File: src/rtl/ha_lane.sv
// ha_lane: single-bit combinational half-adder cell
module ha_lane (
  input  logic a,
  input  logic b,
  output logic sum,
  output logic carry
);
  assign sum   = a ^ b;
  assign carry = a & b;
endmodule

File: src/rtl/half_adder.sv
// half_adder: independent half-adder lanes with a registered result and a saturating carry-event counter
module half_adder #(
  parameter int WIDTH = 1,
  parameter int CNT_W = 16
) (
  input  logic             clk,
  input  logic             rst,
  input  logic [WIDTH-1:0] a,
  input  logic [WIDTH-1:0] b,
  output logic [WIDTH-1:0] sum,
  output logic [WIDTH-1:0] carry,
  input  logic             en,
  output logic [WIDTH-1:0] sum_q,
  output logic [WIDTH-1:0] carry_q,
  output logic             valid_q,
  output logic [CNT_W-1:0] carry_cnt,
  input  logic             cnt_clr
);
  localparam logic [CNT_W-1:0] CNT_MAX = '1;
  for (genvar i = 0; i < WIDTH; i++) begin : g_lane
    ha_lane u_lane (
      .a(a[i]),
      .b(b[i]),
      .sum(sum[i]),
      .carry(carry[i])
    );
  end
  // capture the combinational result when enabled; valid only follows an enabled cycle
  always_ff @(posedge clk) begin
    if (rst) begin
      sum_q   <= '0;
      carry_q <= '0;
      valid_q <= 1'b0;
    end else begin
      valid_q <= en;
      if (en) begin
        sum_q   <= sum;
        carry_q <= carry;
      end
    end
  end
  // count enabled cycles with any carry, clear wins over increment, stick at all-ones
  always_ff @(posedge clk) begin
    if (rst || cnt_clr)
      carry_cnt <= '0;
    else if (en && |carry && carry_cnt != CNT_MAX)
      carry_cnt <= carry_cnt + CNT_W'(1);
  end
endmodule

File: config.mk
export PLATFORM = sky130hd
export DESIGN_NAME = half_adder
export DESIGN_NICKNAME = d
export VERILOG_FILES = /design/src/rtl/ha_lane.sv /design/src/rtl/half_adder.sv
export SDC_FILE = /design/constraint.sdc
export NUM_CORES = 1
export LEC_CHECK = 0
export CAP_MARGIN = 20
export CORE_MARGIN = 1
export CORE_UTILIZATION = 44
export CTS_CLUSTER_SIZE = 16
export DETAILED_ROUTE_END_ITERATION = 16
export PLACE_DENSITY_LB_ADDON = 0.08
export SLEW_MARGIN = 20
export SYNTH_ARGS = -nofsm -noshare
export SYNTH_HDL_FRONTEND = slang
export SYNTH_SLANG_ARGS = --single-unit
export TNS_END_PERCENT = 50
File: constraint.sdc
create_clock -name clk -period 2.35 [get_ports clk]
set_clock_uncertainty 0.2 [all_clocks]
set_input_delay 0.235 -clock clk [delete_from_list [all_inputs] [get_ports clk]]
set_output_delay 0.235 -clock clk [all_outputs]
set_load 0.03 [all_outputs]
Yosys cells after proc, flatten, opt, wreduce, memory -nomap -nowiden
Cells that the tools add are included.

cells by class
  reductions and logical operators = 3
  equality and inequality tests = 1
  add/subtract/negate cells = 1
  bitwise gates (word level) = 2

operators by type and width
  cell                   count
  $add 16x1->16 const B  1
  $ne 16x16->1 const B   1
  $logic_and 1x1->1      2
  $and 1x1->1            1
  $logic_or 1x1->1       1
  $xor 1x1->1            1

storage, ports and cells
  input bits = 6
  flip-flop bits (word level) = 19

Logic depth before layout (Yosys ltp)
  word-level depth = 3
  gate-level depth with buffers = 6
  mapped depth without buffers = 5

Modules after synthesis
A second synthesis with hierarchy kept.

unflattened totals
  cell total of the unflattened synthesis = 105
  area, all modules = 974.7 um^2

by module, submodules not included
  module      times used  cells an instance  area an instance (um^2)
  half_adder  1           104                962.2
  ha_lane     1           1                  12.5

Worst setup path before layout
Ideal clock, no wire load.

  path kind = flip-flop to flip-flop
  start = register carry_cnt[0]
  end = register carry_cnt[5]
  required time = 2059 ps
  data arrival time = 1714 ps
  cell stages (with the launch flop) = 6
  slack = 345 ps
  path buffers = 0
  clock period less this slack = 2005 ps
  setup time = 91 ps
  cells stage by stage = dfxtp_1 -> ha_1 -> nand4_1 -> nor3_2 -> nand2_1 -> a311oi_1

between the ends
  longest elaborated chain between the ends = 2
  elaborated cells between the ends (all ways) = 3
  classes of those cells = add/sub: 1; eq/ne: 1; reduce/logical: 1

ends and longest elaborated chain
  element                                                line              text
  from (decl)                                            half_adder.sv:16  output logic [CNT_W-1:0] carry_cnt,
  from (signal assigned)                                 half_adder.sv:47  carry_cnt <= carry_cnt + CNT_W'(1);
  branches (longest 2 deep; another with $add 16x1->16)  --

Parallel ways; which one is timed is not known.
A chain may end at the register's enable or synchronous reset.

Worst setup path in the final report
  start = register carry_cnt[1]
  end = register carry_cnt[5]

The elaborated chain is that of the path after synthesis.

==> summary.txt <==
STA
  – Slew Viols, Final: 0
  – Final Hold Viols: 0
  – Setup TNS: 0 ns
  – Part of the cycle the worst path needs: 0.8748
  – Post-layout minimum cycle time: 2.056 ns
  – Max_slew headroom: 0.6280
  – Final setup viols: 0
  – Setup ws final: about 0.3 ns
  – Max Freq: slightly below 0.5 GHz
  – Slew of the pin with the lowest slew margin: 0.5529 ns
  – RSZ-0062 raised after global routing: no

Clock tree
  – CTS Buf Count: 3
  – CTS tree: done
  – Clock Latency Late Sink: 0.30 ns
  – Resized cells post-CTS: 0
  – Clock transition at the registers of the reported paths: 0.11 ns
  – Root Buffer: clkbuf_4
  – Number of setup buffers added after CTS: 0
  – Post-CTS Hold Buffers: 0
  – Clk buf depth: 2
  – TritonCTS Sinks: 19
  – CTS H-tree lvls: 1

Drt
  – Routed wire per std cell: 13.74 um
  – Antenna viol nets, final: 0
  – First DRT Iteration DRCs: 12
  – Via count: 998
  – Vias/cell: between 5 and 6
  – Post-Route WL: between 2000 and 2500 um
  – # DRC: 0
  – First-pass DRT Iterations: 4

Setup path
  – Worst r2r src: carry_cnt[1]
  – CP cell instances: ha_1 > nand4_1 > nor3_2 > nand2_1 > a311oi_1
  – Crit path max fanout: 9
  – Required time of the critical path: 2.37 ns
  – Delay of the slowest critical-path stage: 0.54 ns
  – WS Path Type: reg -> reg
  – Delay-heaviest family, CP: simple AND/OR/NAND/NOR gates
  – Crit start category: flip-flop
  – Crit path DAT: about 2.1 ns
  – CP Buf/Inv Count: 0
  – CP startpoint: carry_cnt[1]
  – Crit. End Element: flip-flop
  – Slowest CP cell: nor3_2

Logic synthesis
  – Cells after synthesis: 114
  – Most common library cells after synthesis: 19 x dfxtp_1, 15 x nand2_1, 12 x a21oi_1, 6 x o21ai_0, 6 x or4_1
  – Number of synthesized flops with an enable pin: 0
  – Count leader, synth: dfxtp_1
  – Mean post-synth cell area: 8.616 um2
  – Simple-Gate Fraction of Synth Area: 0.2815
  – Yosys warning count: 0
  – Ys flop type: dfxtp_1
  – Xor/xnor cell area share of the yosys netlist: 0
  – Ys async rst share: 0
  – Post-Syn Nets: 122
  – Fraction of the mapped netlist area in compound gates: 0.2497
  – Share of the synthesized area in the top cell type: 0.3873
  – Synthesized area: 982.2 um2
  – Number of synthesized register bits: 19
  – Post-synthesis mux area share: 0.02038
  – Sequential-to-total area share from yosys stat: 0.3873
  – Cell variety after synth: 33
  – Synth Area in Adders: 0.02548
  – Largest family of logic cells by synthesized area: simple AND/OR/NAND/NOR gates
  – Area contributors post-synth: dfxtp_1 39%, a21oi_1 6.1%, nand2_1 5.7%
  – Synth area leader: dfxtp_1

Cells and area
  – Share of cells above drive strength 1: 0.09220
  – Filler cells: 186
  – Final Non-Filler Cells: 168
  – Antenna Cells: 0
  – Syn-to-layout area delta: 31.85%
  – Layout Nets: 150

Pwr
  – Pint: 0.4133 mW
  – Pwr/cell area: 423.7 mW/mm2
  – Total power: 0.5487 mW
  – Sequential power share: 0.596
  – VDD IR max: roughly 0.00028 V
  – Sw Ratio: 0.2468
  – P_leak: 0.3835 nW
  – Logic pwr share: 0.096
  – Sw Pwr: 0.1354 mW
  – Clk pwr share: 0.308

GRT
  – Global routing usage on met2: 0.3311
  – Largest net degree at the start of global routing: 15
  – All-Layer GR Usage: 0.2105
  – Number of global-route vias before repair: 862
  – Most Crowded Layer GR: met2
  – First-pass GRT wire length: 4008 um
  – Met1 Use GR: 0.2819
  – Gr ovfl total: 0
  – Met3 Usage GRT: 0.02804
  – Number of antenna violations at the first check in global routing: 0

Floorplanning
  – Die Ht: approximately 49 um
  – Io pins: 27
  – Die area: 0.002425 mm2
  – Core region area: 0.002022 mm2
  – Die X: 49.25 um
  – Initial Util: 0.4858
  – Core Rows: 16

Placement
  – Detailed Place HPWL: 1658 um
  – Setup WS pre-CTS: 0.07905 ns
  – # port buffers: 26
  – DP Cell Count: 164
  – Placer Congestion: around 0.83

Run
  – Max Cap Violations: 0

Hold path
  – Min-delay src: carry_q
  – Hold Crit Class: reg -> reg

Run status
  – Status: finished, final reports clean
## per-stage QoR
step	area (um2)	hold WS, ns	util
CTS	1295	0.2899	0.6405
floorplan	982.2	0.1041	-
detailed placement	1267	0.2676	0.6269
finish	1295	0.2872	0.6405
global placement	1267	0.2658	0.6269
global route	1295	0.3349	0.6405
## power by group through the flow
stage                     combinational [mW]  sequential, mW  clock [mW]
final                                 0.0527           0.327       0.169
after global routing                  0.0561           0.328       0.190
after CTS                             0.0531           0.327       0.179
after detailed placement              0.0527           0.334           0
after global placement                0.0525           0.334           0
after floorplan                       0.0198           0.341           0
## cell families after synthesis
family          count (synthesis)
flops                          19
simple gates                   49
fa+ha+maj                       2
buf+inv                         7
compound gates                 35
mux                             2
## state kept, by name (all words and copies together) (netlist names)
signal	flops
carry_q	1
carry_cnt	16
valid_q	1
sum_q	1
## final timing paths
kind | end | slack, ns | depth (start not counted)
setup / recovery | carry_cnt[5] | 0.29 | 5
hold / removal | carry_q | 0.29 | 2
setup reg to reg | carry_cnt[5] | 0.29 | 5
hold reg to reg | carry_q | 0.29 | 2
## metal layers
layer,vias to the layer above,routed length (um)
li1,492,-
met5,-,0
met2,32,1051
met1,469,1110
met3,5,109
met4,0,36
## layout make-up
type / count / area [um2] / area share
Tap cell: 27 / 33.78 / 0.02609
Clock inverter: 1 / 5.005 / 0.003865
Sequential cell: 19 / 380.4 / 0.2937
Timing Repair Buffer: 29 / 282.8 / 0.2184
Clock buffer: 3 / 22.52 / 0.01739
Inverter: 1 / 3.754 / 0.002899
Multi-Input combinational cell: 88 / 566.8 / 0.4377
## worst min-delay path: stages (launching register included)
cell	delay [ns]
dfxtp_1	0.33
nand2b_1	0.07
a21oi_1	0.05
## cells in the final DEF (no fill, tap or decap), drive strengths merged
master,count
a2111o,2
a211oi,2
a21oi,12
a311oi,2
a31oi,2
a41oi,1
and2,2
and4,3
buf,3
clkbuf,3
clkdlybuf4s50,26
clkinv,1
dfxtp,19
ha,2
inv,1
mux2i,2
nand2,15
nand2b,1
nand3,4
nand4,5
nor2,4
nor2b,1
nor3,1
nor4,1
o211ai,1
o21a,1
o21ai,6
o311ai,1
o31ai,5
or2,1
or3,5
or4,6
No activity file was read; power rests on OpenSTA's default activity.
